`config.mk`:
```
export PLATFORM = sky130hd
export DESIGN_NAME = uart_rx_frame_flat
export DESIGN_NICKNAME = d
export VERILOG_FILES = /design/src/rtl/uart_rx_frame_pkg.sv /design/src/rtl/uart_rx_frame_if.sv /design/src/rtl/uart_rx_frame_baud_tick.sv /design/src/rtl/uart_rx_frame.sv /design/src/flat_wrapper.sv
export SDC_FILE = /design/constraint.sdc
export NUM_CORES = 1
export LEC_CHECK = 0
export CAP_MARGIN = 10
export CORE_MARGIN = 4
export CORE_UTILIZATION = 45
export CTS_BUF_LIST = sky130_fd_sc_hd__clkbuf_16
export CTS_CLUSTER_DIAMETER = 200
export CTS_CLUSTER_SIZE = 12
export DETAILED_ROUTE_END_ITERATION = 10
export GPL_TIMING_DRIVEN = 0
export SYNTH_ARGS = -nofsm -noshare
export SYNTH_HDL_FRONTEND = slang
export SYNTH_SLANG_ARGS = --single-unit
```
`constraint.sdc`:
```
create_clock -name clk_in -period 4.8 [get_ports clk_in]
set_input_delay 0.48 -clock clk_in [delete_from_list [all_inputs] [get_ports clk_in]]
set_output_delay 0.48 -clock clk_in [all_outputs]
set_load 0.03 [all_outputs]
```
`src/rtl/uart_rx_frame_pkg.sv`:
```
// Shared UART definitions: receiver state encoding, parity encodings and
// the baud/character-length helpers used by the RX and TX sides.
package uart_rx_frame_pkg;

    typedef enum logic [2:0] {
        ST_IDLE,
        ST_START,
        ST_DATA,
        ST_PARITY,
        ST_STOP,
        ST_BRKWAIT
    } rx_state_t;

    localparam int PAR_NONE = 0;
    localparam int PAR_ODD  = 1;
    localparam int PAR_EVEN = 2;

    function automatic int calc_bps(input int clk_freq, input int baud_rate);
        return clk_freq / baud_rate;
    endfunction

    function automatic int calc_char_bits(input int data_bits, input int parity, input int stop_bits);
        return 1 + data_bits + ((parity != PAR_NONE) ? 1 : 0) + stop_bits;
    endfunction

endpackage

```
`src/rtl/uart_rx_frame_if.sv`:
```
// Receiver-side bundle: serial line in, received word and status out.
// The slave modport is the receiver, the master modport is the line driver / consumer.
interface uart_rx_frame_if #(
    parameter int DATA_BITS = 8
);
    logic                 rs232_rx;
    logic [DATA_BITS-1:0] rx_data;
    logic                 rx_state;
    logic                 rx_done;
    logic                 parity_err;
    logic                 frame_err;
    logic                 frame_idle;

    modport master (
        output rs232_rx,
        input  rx_data, rx_state, rx_done, parity_err, frame_err, frame_idle
    );

    modport slave (
        input  rs232_rx,
        output rx_data, rx_state, rx_done, parity_err, frame_err, frame_idle
    );
endinterface

```
`src/rtl/uart_rx_frame_baud_tick.sv`:
```
// Restartable baud counter 0..BPS_PARAM-1 with three mid-bit sample strobes
// and a bit-end strobe; held at zero while disabled.
module uart_rx_frame_baud_tick #(
    parameter int BPS_PARAM = 16
) (
    input  logic clk_in,
    input  logic rst_n_in,
    input  logic restart,
    input  logic enable,
    output logic samp_early,
    output logic samp_mid,
    output logic samp_late,
    output logic bit_end
);
    localparam int CNT_W = $clog2(BPS_PARAM);
    localparam logic [CNT_W-1:0] CNT_LAST  = CNT_W'(BPS_PARAM - 1);
    localparam logic [CNT_W-1:0] CNT_EARLY = CNT_W'(BPS_PARAM / 2 - 1);
    localparam logic [CNT_W-1:0] CNT_MID   = CNT_W'(BPS_PARAM / 2);
    localparam logic [CNT_W-1:0] CNT_LATE  = CNT_W'(BPS_PARAM / 2 + 1);

    logic [CNT_W-1:0] cnt;

    always_ff @(posedge clk_in or negedge rst_n_in) begin
        if (!rst_n_in) begin
            cnt <= '0;
        end else if (restart || !enable || cnt == CNT_LAST) begin
            cnt <= '0;
        end else begin
            cnt <= cnt + CNT_W'(1);
        end
    end

    assign samp_early = enable && (cnt == CNT_EARLY);
    assign samp_mid   = enable && (cnt == CNT_MID);
    assign samp_late  = enable && (cnt == CNT_LATE);
    assign bit_end    = enable && (cnt == CNT_LAST);

endmodule

```
`src/rtl/uart_rx_frame.sv`:
```
// Parametrised UART receiver with majority-vote sampling, parity/frame errors and break handling.
// Optional Modbus RTU t3.5 idle marker on frame_idle when UART_RX_IDLE_EN is defined.
module uart_rx_frame
    import uart_rx_frame_pkg::*;
#(
    parameter int CLK_FREQ  = 50000000,
    parameter int BAUD_RATE = 9600,
    parameter int DATA_BITS = 8,
    parameter int PARITY    = PAR_NONE,
    parameter int STOP_BITS = 1
) (
    input  logic           clk_in,
    input  logic           rst_n_in,
    uart_rx_frame_if.slave rx_if
);
    localparam int BPS_PARAM = calc_bps(CLK_FREQ, BAUD_RATE);
    localparam int CHAR_BITS = calc_char_bits(DATA_BITS, PARITY, STOP_BITS);
    localparam logic [3:0] LAST_DATA = 4'(DATA_BITS);
    localparam logic [3:0] LAST_BIT  = 4'(CHAR_BITS - 1);

    rx_state_t            state;
    logic [2:0]           sync_q;
    logic                 line;
    logic                 start_det;
    logic                 samp_early, samp_mid, samp_late, bit_end;
    logic                 s_early, s_mid, maj;
    logic [3:0]           bit_cnt;
    logic [DATA_BITS-1:0] shreg;
    logic                 zero_q;

    // sync_q[2] holds the previous synchronised value for edge detection
    assign line      = sync_q[1];
    assign start_det = (state == ST_IDLE) && sync_q[2] && !line;
    assign maj       = (s_early & s_mid) | (s_early & line) | (s_mid & line);

    uart_rx_frame_baud_tick #(.BPS_PARAM(BPS_PARAM)) u_baud (
        .clk_in     (clk_in),
        .rst_n_in   (rst_n_in),
        .restart    (start_det),
        .enable     (state != ST_IDLE),
        .samp_early (samp_early),
        .samp_mid   (samp_mid),
        .samp_late  (samp_late),
        .bit_end    (bit_end)
    );

    // bit_cnt is the position within the character: 0 start, 1..DATA_BITS data, then parity/stop
    always_ff @(posedge clk_in or negedge rst_n_in) begin
        if (!rst_n_in) begin
            sync_q  <= 3'b111;
            s_early <= 1'b0;
            s_mid   <= 1'b0;
            bit_cnt <= '0;
        end else begin
            sync_q <= {sync_q[1:0], rx_if.rs232_rx};
            if (samp_early) s_early <= line;
            if (samp_mid)   s_mid   <= line;
            if (start_det)    bit_cnt <= '0;
            else if (bit_end) bit_cnt <= bit_cnt + 4'd1;
        end
    end

    always_ff @(posedge clk_in or negedge rst_n_in) begin
        if (!rst_n_in) begin
            state            <= ST_IDLE;
            shreg            <= '0;
            zero_q           <= 1'b0;
            rx_if.rx_data    <= '0;
            rx_if.rx_state   <= 1'b0;
            rx_if.rx_done    <= 1'b0;
            rx_if.parity_err <= 1'b0;
            rx_if.frame_err  <= 1'b0;
        end else begin
            rx_if.rx_done <= 1'b0;
            case (state)
                ST_IDLE: begin
                    rx_if.rx_state <= start_det;
                    if (start_det) state <= ST_START;
                end
                ST_START: if (samp_late) begin
                    if (maj) begin
                        state          <= ST_IDLE;
                        rx_if.rx_state <= 1'b0;
                    end else begin
                        state            <= ST_DATA;
                        zero_q           <= 1'b1;
                        rx_if.parity_err <= 1'b0;
                        rx_if.frame_err  <= 1'b0;
                    end
                end
                ST_DATA: if (samp_late) begin
                    shreg <= {maj, shreg[DATA_BITS-1:1]};
                    if (maj) zero_q <= 1'b0;
                    if (bit_cnt == LAST_DATA)
                        state <= (PARITY != PAR_NONE) ? ST_PARITY : ST_STOP;
                end
                ST_PARITY: if (samp_late) begin
                    if (maj) zero_q <= 1'b0;
                    rx_if.parity_err <= (PARITY == PAR_ODD) ? ~(^shreg ^ maj) : (^shreg ^ maj);
                    state            <= ST_STOP;
                end
                ST_STOP: if (samp_late) begin
                    if (!maj) rx_if.frame_err <= 1'b1;
                    if (maj)  zero_q <= 1'b0;
                    // leaving at mid-bit keeps back-to-back start edges visible
                    if (bit_cnt == LAST_BIT) begin
                        rx_if.rx_done <= 1'b1;
                        rx_if.rx_data <= shreg;
                        state         <= (zero_q && !maj) ? ST_BRKWAIT : ST_IDLE;
                    end
                end
                ST_BRKWAIT: begin
                    rx_if.rx_state <= 1'b0;
                    if (line) state <= ST_IDLE;
                end
                default: state <= ST_IDLE;
            endcase
        end
    end

`ifdef UART_RX_IDLE_EN
    localparam int T35    = (35 * CHAR_BITS * BPS_PARAM) / 10;
    localparam int IDLE_W = $clog2(T35 + 1);
    localparam logic [IDLE_W-1:0] T35_CNT = IDLE_W'(T35);

    logic [IDLE_W-1:0] idle_cnt;
    logic              idle_armed;

    // the rx_done cycle itself counts as the first idle clock
    always_ff @(posedge clk_in or negedge rst_n_in) begin
        if (!rst_n_in) begin
            idle_cnt         <= '0;
            idle_armed       <= 1'b0;
            rx_if.frame_idle <= 1'b0;
        end else begin
            rx_if.frame_idle <= 1'b0;
            if (rx_if.rx_done) begin
                idle_cnt   <= IDLE_W'(1);
                idle_armed <= 1'b1;
            end else if (start_det) begin
                idle_cnt <= '0;
            end else if (state == ST_IDLE && idle_cnt != T35_CNT) begin
                idle_cnt <= idle_cnt + IDLE_W'(1);
                if (idle_armed && idle_cnt == T35_CNT - IDLE_W'(1)) begin
                    rx_if.frame_idle <= 1'b1;
                    idle_armed       <= 1'b0;
                end
            end
        end
    end
`else
    assign rx_if.frame_idle = 1'b0;
`endif

endmodule

```
`src/flat_wrapper.sv`:
```
// flat-port wrapper written by rule: the top's interface ports become plain ports
module uart_rx_frame_flat import uart_rx_frame_pkg::*;
#(
    parameter int CLK_FREQ  = 50000000,
    parameter int BAUD_RATE = 9600,
    parameter int DATA_BITS = 8,
    parameter int PARITY    = PAR_NONE,
    parameter int STOP_BITS = 1
)
  (clk_in, rst_n_in, rx_if_rs232_rx, rx_if_rx_data, rx_if_rx_state, rx_if_rx_done, rx_if_parity_err, rx_if_frame_err, rx_if_frame_idle);
  uart_rx_frame_if #(.DATA_BITS(DATA_BITS)) rx_if_i ();
  input  logic clk_in;
  input  logic rst_n_in;
  input wire logic [$bits(rx_if_i.rs232_rx)-1:0] rx_if_rs232_rx;
  output wire logic [$bits(rx_if_i.rx_data)-1:0] rx_if_rx_data;
  output wire logic [$bits(rx_if_i.rx_state)-1:0] rx_if_rx_state;
  output wire logic [$bits(rx_if_i.rx_done)-1:0] rx_if_rx_done;
  output wire logic [$bits(rx_if_i.parity_err)-1:0] rx_if_parity_err;
  output wire logic [$bits(rx_if_i.frame_err)-1:0] rx_if_frame_err;
  output wire logic [$bits(rx_if_i.frame_idle)-1:0] rx_if_frame_idle;
  assign rx_if_i.rs232_rx = rx_if_rs232_rx;
  assign rx_if_rx_data = rx_if_i.rx_data;
  assign rx_if_rx_state = rx_if_i.rx_state;
  assign rx_if_rx_done = rx_if_i.rx_done;
  assign rx_if_parity_err = rx_if_i.parity_err;
  assign rx_if_frame_err = rx_if_i.frame_err;
  assign rx_if_frame_idle = rx_if_i.frame_idle;
  uart_rx_frame #(.CLK_FREQ(CLK_FREQ), .BAUD_RATE(BAUD_RATE), .DATA_BITS(DATA_BITS), .PARITY(PARITY), .STOP_BITS(STOP_BITS)) u_core (.clk_in(clk_in), .rst_n_in(rst_n_in), .rx_if(rx_if_i));
endmodule
```
[Word-level counts from Yosys, hierarchy flattened]
Cells that the tools add are included.
Word-level totals
  register bits after elaboration: 46
  input port bits: 3
  output and inout port bits: 13
  word-level logic and storage cells: 101
Cells by class
  add/sub/neg operators: 2
  equality and inequality tests: 24
  mux-type cells: 28
  bitwise operators: 6
  reduce and logical (&&, ||, !) cells: 28
Operators by type and width (count)
  13-bit by 12-bit == test with 1-bit output, second input constant: 3
  3-bit two-way mux: 9
  2-bit by 1-bit != test with 1-bit output, second input constant: 10
  3-bit one-hot mux with 6 select lines: 1
  13-bit by 1-bit adder with 13-bit output, second input constant: 1
  13-bit == test, second input constant: 1
  13-bit two-way mux: 1
  1-bit two-way mux: 10
  5-bit AND reduction: 2
  4-bit == test, second input constant: 2
  4-bit two-way mux: 2
  8-bit AND reduction: 1
  2-bit nonzero test: 4
  8-bit parity: 1
  1-bit logical AND: 7
  3-bit by 2-bit == test with 1-bit output, second input constant: 2
  3-bit == test, second input constant: 2
  2-bit != test, second input constant: 3
  1-bit one-hot mux with 2 select lines: 3
  3-bit AND reduction: 2
  3-bit nonzero test: 2
  4-bit by 1-bit adder with 4-bit output, second input constant: 1
  4-bit AND reduction: 1
  1-bit AND: 3
  10 further kinds: 14

[Logic depth before layout (Yosys ltp)]
Gate-level depths: netlist of run 1.
  word-level depth: 9
  gate-level depth with buffers: 7
  mapped depth without buffers: 7

[By module]
From an unflattened synthesis of run 1, not the netlist that was laid out.
Second synthesis, totals
  cell total of the unflattened synthesis: 210
  area, all modules: 2362.3 µm²
By module, submodules not included
  uart_rx_frame: instances 1, cells an instance 128, area each 1575.3 µm²
  uart_rx_frame_baud_tick: instances 1, cells an instance 82, area each 787.0 µm²

[Worst setup path before layout of run 1]
Ideal clock, no wire load.
  kind: flip-flop to flip-flop
  start point: reg u_core.u_baud.cnt[8]
  end point: reg u_core.rx_if.rx_data[2]
  arrival: 1.629 ns
  path slack: 3.046 ns
  cell stages (with the launch flop): 5
  path buffers: 0
  clock period less this slack: 1.754 ns
  cell sequence: dfrtp_1 nor4b_4 nand4_4 nor3_4 mux2_2
Between the ends
  cells in the longest elaborated chain, start to end: 3
RTL lines
  start, declared: RTL line uart_rx_frame_baud_tick.sv:21  | logic [CNT_W-1:0] cnt;
  start signal, assigned: RTL line uart_rx_frame_baud_tick.sv:29  | cnt <= cnt + CNT_W'(1);
  13-bit by 12-bit == test with 1-bit output: RTL line uart_rx_frame_baud_tick.sv:35  | assign samp_late = enable && (cnt == CNT_LATE);
  1-bit logical AND: RTL line uart_rx_frame_baud_tick.sv:35
  3-bit AND reduction (no source line)
  end signal, assigned: RTL line uart_rx_frame.sv:108  | rx_if.rx_data <= shreg;
  end, declared: RTL line uart_rx_frame_if.sv:21  | output rx_data, rx_state, rx_done, parity_err, frame_err, frame_idle
No other way between the ends.
A chain may end at the register's enable or synchronous reset.

[Worst setup path in the final report of run 1]
  start point: reg u_core.state[1]
  end point: reg u_core.rx_if.rx_data[3]
Between the ends
  cells in the longest elaborated chain, start to end: 3
RTL lines
  start, declared: RTL line uart_rx_frame.sv:21  | rx_state_t state;
  start signal, assigned: RTL line uart_rx_frame.sv:95  | state <= (PARITY != PAR_NONE) ? ST_PARITY : ST_STOP;
  start signal, assigned: RTL line uart_rx_frame.sv:109  | state <= (zero_q && !maj) ? ST_BRKWAIT : ST_IDLE;
  3-bit nonzero test: RTL line uart_rx_frame.sv:40  | .enable (state != ST_IDLE),
  1-bit logical AND: RTL line uart_rx_frame_baud_tick.sv:35
  3-bit AND reduction (no source line) *
Every way passes the cells marked *; elsewhere a longest branch is shown, timed or not.

==> results.yml, run 1 <==
status:
  status: "finished, final reports clean"
critical_path:
  timing.critical_path.arrival_ns: 2.18
  crit_path_max_fanout: 10
  worst_ep_required_time_ns: 4.97
  crit_family: "simple AND/OR/NAND/NOR gates"
  slowest_delay_ns: 0.46
  crit_slowest_cell: "nor3_4"
  cp_cell_sequence: "clkbuf_1 > nor2_1 > nand2_1 > nor3_4 > mux2_2"
  crit_buf_inv: 1
  crit_type: "register to register"
  startpoint_type: "register"
  end_kind: "register"
detailed_routing:
  dr.pass1.iters: 4
  wl_um: 4180
  drt_iter0_drc: 66
  vias_per_cell: 5.28
  drc: 0
  post_drt_wl_per_cell_um: 13.8
  antenna_left: 0
  vias: 1595
placement:
  gp_congestion: 0.880
  io_buffers: 14
  dp_hpwl_um: 3130
die:
  row_count: 25
  fp.dieH_um: 79.6
  core_area_mm2: 0.00485
  dieArea_mm2: 0.00634
  die_w_um: 79.6
  io_pins: 16
  initial_core_util: 0.476
clock_network:
  clock-sinks: 46
  cts_root_buf: "clkbuf_16"
  clk_latency_ns: 0.28
  clk_pin_slew_ns: 0.06
  cts_buffers: 5
  post_cts_buffers: 0
  htreeDepth: 2
  clockBufferDepth: 2
  ctsResizeCount: 0
  postCtsHoldBufs: 0
  tritoncts: "done"
yosys:
  synth.distinct_cells: 44
  synth.ff_latch_count: 46
  synth_top_area_cell: "dfrtp_1"
  synth_area_mm2: 0.00231
  avgSynthCellArea_um2: 10.9
  syn_inst: 212
  synth_area_leaders: "dfrtp_1 47%, mux2_2 7.8%, xnor2_1 5.7%"
  ys_seq_area_frac: 0.500
  netlist.area_leader.share: 0.466
  yosysWarnings: 0
  synth_nets: 221
timing:
  rsz0062_at_grt: "false"
  fin_setup_tns_ns: 0
  finalMaxSlewViolations: 0
  finalSetupViolCount: 0
  slew_headroom: 0.651
  hold_ws_ns: 0.145
  min_period_ns: 2.01
  clock_skew_ns: 0.00434
  tightest_slew_ns: 0.520
  hold_viol: 0
  fin_crit_sh: 0.418
  max_freq_ghz: 0.498
power_and_ir_drop:
  p_leak_nw: 1.19
  power_density_mw_per_mm2: 392
  irDropWorstVdd_v: 0.000203
  total_power_w: 0.00107
run:
  drv_cap: 0
grt:
  antenna_found_initial: 0
  grt_pass1_wl_um: 7500
  grt_pass1_vias: 1600
  grt_use_total: 0.150
  gr-total-overflow: 0
  grt_max_degree: 28
hold_path:
  hold_path_class: "input pin to asynchronous set/reset pin"
finish:
  layout_common_cells: "43 x dfrtp_1, 22 x nor2_1, 16 x mux2_2"
  drive_gt1_frac: 0.157
  final_common_cell: "dfrtp_1"
  syn_to_final_growth_pct: 17.7
  nFillCells: 412
  n_antenna_cell: 0
  fin_nets: 243
-- state kept, by name, indices dropped and copies added, names as in the netlist --
signal                   cells
u_core.rx_if.rx_data         8
u_core.rx_if.rx_done         1
u_core.rx_if.parity_err      1
u_core.sync_q                3
u_core.rx_if.frame_err       1
u_core.bit_cnt               4
u_core.s_early               1
u_core.shreg                 8
u_core.rx_if.rx_state        1
u_core.s_mid                 1
u_core.state                 3
u_core.u_baud.cnt           13
u_core.zero_q                1
-- cell families (layout without fill, tap and decap cells) --
family	Yosys count	after routing	share of synthesized area
AND/OR/NAND/NOR	78	78	0.202
flip-flops	46	46	0.500
AO/OA/AOI/OAI	27	27	0.0731
XOR/XNOR	20	20	0.0758
multiplexers	18	18	0.0878
buffers and inverters	16	39	0.0276
adder cells (fa/ha/maj)	6	6	0.0325
other	1	1	0.00162
-- final timing paths --
check	from	endpoint	slack [ns]	cells after the start
setup / recovery	u_core.state[1]	u_core.rx_if.rx_data[3]	2.79	5
hold / removal	rst_n_in	u_core.bit_cnt[3]	0.15	1
setup reg to reg	u_core.state[1]	u_core.rx_if.rx_data[3]	2.79	5
hold reg to reg	u_core.sync_q[0]	u_core.sync_q[1]	0.36	0
max in group asynchronous	rst_n_in	u_core.sync_q[1]	4.09	2
min in group clk_in	u_core.sync_q[0]	u_core.sync_q[1]	0.36	0
-- worst register-to-register path, stage by stage (launching register included) --
cell and delay [ns]:
dfrtp_1 0.38, clkbuf_1 0.23, nor2_1 0.27, nand2_1 0.18, nor3_4 0.46, mux2_2 0.39
-- metal layers --
layer | vias up | wire length, µm | part of all wire | track usage
li1 | 780 | - | - | -
met1 | 783 | 2050 | 0.49 | 0.205
met2 | 24 | 1950 | 0.47 | 0.238
met3 | 8 | 108 | 0.026 | 0.0327
met4 | 0 | 58 | 0.014 | 0.0498
met5 | - | 0 | 0 | 0
-- where the power goes --
part           internal (W)  total (W)  switching [W]
Clock              0.000246   0.000390       0.000144
Sequential         0.000419   0.000450      0.0000310
Combinational     0.0000799   0.000226       0.000146
-- metrics by stage --
step	util	instance area (µm²)	cells	setup slack [ns]
5_1_grt	0.561	2720	302	2.62
3_5_place_dp	0.526	2550	294	2.78
4_1_cts	0.561	2720	302	2.78
3_3_place_gp	0.523	2530	293	2.07
6_report	0.561	2720	302	2.79
2_1_floorplan	-	2310	212	3.05
-- synthesized netlist by cell type --
master / count
or3_1: 2
nor3_1: 7
dfstp_2: 3
and4b_1: 1
mux2_1: 2
and2_1: 2
and3_1: 2
nor4_1: 1
nor2_1: 22
nor4b_1: 1
o21ai_1: 2
or3b_2: 1
a221o_1: 1
xnor2_1: 15
or2_2: 1
o21ai_0: 8
xor2_1: 5
nor3_4: 1
nand3_1: 8
nor4b_4: 2
o21a_1: 1
a2111oi_0: 1
nand2b_1: 3
dfrtp_1: 43
clkbuf_1: 4
a211oi_1: 1
nand4_1: 6
a21o_1: 2
nor2_4: 1
o31ai_1: 3
mux2_2: 16
conb_1: 1
buf_4: 1
a22o_1: 1
nand2_1: 11
nor2b_1: 3
inv_1: 11
a22oi_1: 1
ha_1: 6
nand4_4: 1
nor4bb_1: 1
o22ai_1: 1
a21oi_1: 5
nand3b_1: 1
-- final cells by class --
cell class                      count  area, µm²  share of cell area
Buffer                              5       22.5             0.00829
Clock buffer                        5        125              0.0460
Sequential cell                    46       1150               0.425
Timing Repair Buffer               15        155              0.0571
Multi-Input combinational cell    150       1090               0.401
Clock inverter                      3       43.8              0.0161
Tap cell                           67       83.8              0.0308
Inverter                           11       41.3              0.0152
No activity file was read; power rests on OpenSTA's default activity.
==> run 2: changes to the inputs <==
==> constraint.sdc (replaced) <==
create_clock -name clk_in -period 1.92 [get_ports clk_in]
set_input_delay 0.192 -clock clk_in [delete_from_list [all_inputs] [get_ports clk_in]]
set_output_delay 0.192 -clock clk_in [all_outputs]
set_load 0.03 [all_outputs]
==> run 2 against run 1 <==
Against the previous run: clock power increased by 150%; non-clock buffer count increased by 8; clock-buffer cell count stayed put; hold slack improved by 0.17 ns; maximum frequency up 7.4%; register-to-register slack lost 2.7 ns; power rose to 2.5 times the previous value; cell count is 2.6% higher; combinational power grew to 2.7 times the previous value; critical endpoint is now u_core.state[0]; highest routed layer unchanged.
==> results.yml, run 2 (synthesis results as in run 1) <==
finish:
  regMostFlops: "u_core.u_baud.cnt"
  final_common_cell: "dfrtp_1"
  layout_common_cells: "38 x dfrtp_1, 21 x nor2_1, 16 x mux2_2"
  regArea_mm2: 0.00116
  nFillCells: 397
  largest_register_ff_count: 13
  multiInputGateArea_mm2: 0.00113
  reg_top3: "u_core.u_baud.cnt: 13 flops, u_core.rx_if.rx_data: 8 flops, u_core.shreg: 8 flops"
  drive_gt1_frac: 0.251
  fin_nets: 251
  syn_to_final_growth_pct: 23.2
  instances_no_fill: 310
  utilization: 0.587
  fin_area_mm2: 0.00285
  n_antenna_cell: 0
die:
  die_w_um: 79.6
  row_count: 25
  initial_core_util: 0.476
  fp.dieH_um: 79.6
  io_pins: 16
  core_area_mm2: 0.00485
  dieArea_mm2: 0.00634
detailed_routing:
  vias_per_cell: 5.25
  wl_met3_um: 102
  dr.pass1.iters: 4
  drt_iter0_drc: 52
  met1_length_um: 2130
  post_drt_wl_per_cell_um: 14.1
  met2WireLength_um: 2070
  wl_um: 4370
  antenna_left: 0
  top_layer: "met4"
  drc: 0
  vias: 1627
clock_network:
  tritoncts: "done"
  clockBufferDepth: 2
  clk_latency_ns: 0.28
  clock-sinks: 46
  clk_pin_slew_ns: 0.06
  cts_buffers: 5
  htreeDepth: 2
  cts_root_buf: "clkbuf_16"
grt:
  gr-total-overflow: 0
  grt_pass1_vias: 1649
  grt_pass1_wl_um: 7600
  grt_max_degree: 28
  antenna_found_initial: 0
  grt_use_total: 0.153
critical_path:
  crit_path_max_fanout: 6
  startpoint_type: "register"
  slowest_delay_ns: 0.48
  worst_ep_required_time_ns: 2.14
  cp_cell_sequence: "nor4b_4 > nand4_1 > nand2b_4 > o31ai_1 > a22o_1"
  crit_type: "register to register"
  timing.critical_path.arrival_ns: 2.09
  end_kind: "register"
  crit_slowest_cell: "dfrtp_1"
timing:
  clock_skew_ns: 0.00335
  slew_headroom: 0.564
  finalMaxSlewViolations: 0
  max_freq_ghz: 0.535
  finalSetupViolCount: 0
  worst_slack_ns: 0.0506
  hold_viol: 0
  fin_crit_sh: 0.974
  tightest_slew_ns: 0.650
  min_period_ns: 1.87
run:
  drv_cap: 0
power_and_ir_drop:
  irDropWorstVdd_v: 0.000509
  power_density_mw_per_mm2: 951
  p_leak_nw: 1.26
  total_power_w: 0.00271
placement:
  io_buffers: 14
  placedCellCount: 294
  dp_hpwl_um: 3130
  placed_cell_area_mm2: 0.00255
  gp_congestion: 0.880
  pre_cts_slack_ns: -0.0988
status:
  status: "finished, final reports clean"
hold_path:
  hold_path_class: "input pin to register"
## run 2: cell type report
cell class                 instances  share of cell area
inverter                          11              0.0145
clock buffer                       5              0.0440
multi-input combinational        150               0.398
clock inverter                     3              0.0154
timing repair buffer              23              0.0809
buffer                             5             0.00967
sequential                        46               0.408
tap                               67              0.0295
## run 2: routing by layer
layer  vias to the layer above  global-route usage
li1                        798                   -
met1                       792               0.205
met2                        27               0.243
met3                        10              0.0327
met4                         0              0.0550
met5                         -                   0
## run 2: what timing repair did
action	4_1_cts	5_1_grt
endpoints found under the setup margin	8	28
resized for setup	0	21
pin swaps	2	8
hold buffers	1	0
buffers inserted	3	4
endpoints found under the hold margin	19	0
## run 2: worst paths after layout
check / from / to / slack (ns) / cells after the start
worst max-delay path: u_core.u_baud.cnt[8] / u_core.state[0] / 0.05 / 5
worst min-delay path: rx_if_rs232_rx / u_core.sync_q[0] / 0.31 / 1
worst max register to register: u_core.u_baud.cnt[8] / u_core.state[0] / 0.05 / 5
worst min register to register: u_core.sync_q[0] / u_core.sync_q[1] / 0.36 / 0
max in group asynchronous: rst_n_in / u_core.sync_q[0] / 0.96 / 3
min in group asynchronous: rst_n_in / u_core.bit_cnt[3] / 0.40 / 2
## run 2: power breakdown
group | total, W | switching (W) | leakage [nW] | internal (W)
clock network | 0.000971 | 0.000355 | 0.0842 | 0.000616
registers | 0.00113 | 0.0000803 | 0.616 | 0.00105
logic | 0.000608 | 0.000377 | 0.558 | 0.000230
total | 0.00271 | 0.000813 | 1.26 | 0.00189
## run 2: per-stage QoR
| stage | TNS [ns] | hold slack, ns |
|---|---|---|
| after floorplan | 0 | -0.104 |
| after global placement | -22.71 | 0.347 |
| after detailed placement | -0.711 | 0.172 |
| after CTS | 0 | 0.305 |
| after global routing | -0.0106 | 0.300 |
| final | 0 | 0.313 |
## run 2: worst max-delay path: cells and delay by family (launching register included)
| kind | cells | cell delay, ns |
|---|---|---|
| AND/OR/NAND/NOR | 3 | 0.90 |
| flip-flops | 1 | 0.48 |
| AO/OA/AOI/OAI | 2 | 0.43 |
==> run 3: changes to the inputs <==
--- a/config.mk
+++ b/config.mk
@@ -10,7 +10,7 @@
 export CORE_UTILIZATION = 45
 export CTS_BUF_LIST = sky130_fd_sc_hd__clkbuf_16
 export CTS_CLUSTER_DIAMETER = 200
-export CTS_CLUSTER_SIZE = 12
+export CTS_CLUSTER_SIZE = 25
 export DETAILED_ROUTE_END_ITERATION = 10
 export GPL_TIMING_DRIVEN = 0
 export SYNTH_ARGS = -nofsm -noshare
==> results of run 3 <==
Final layout, timing and power as in run 2 (identical DEF).
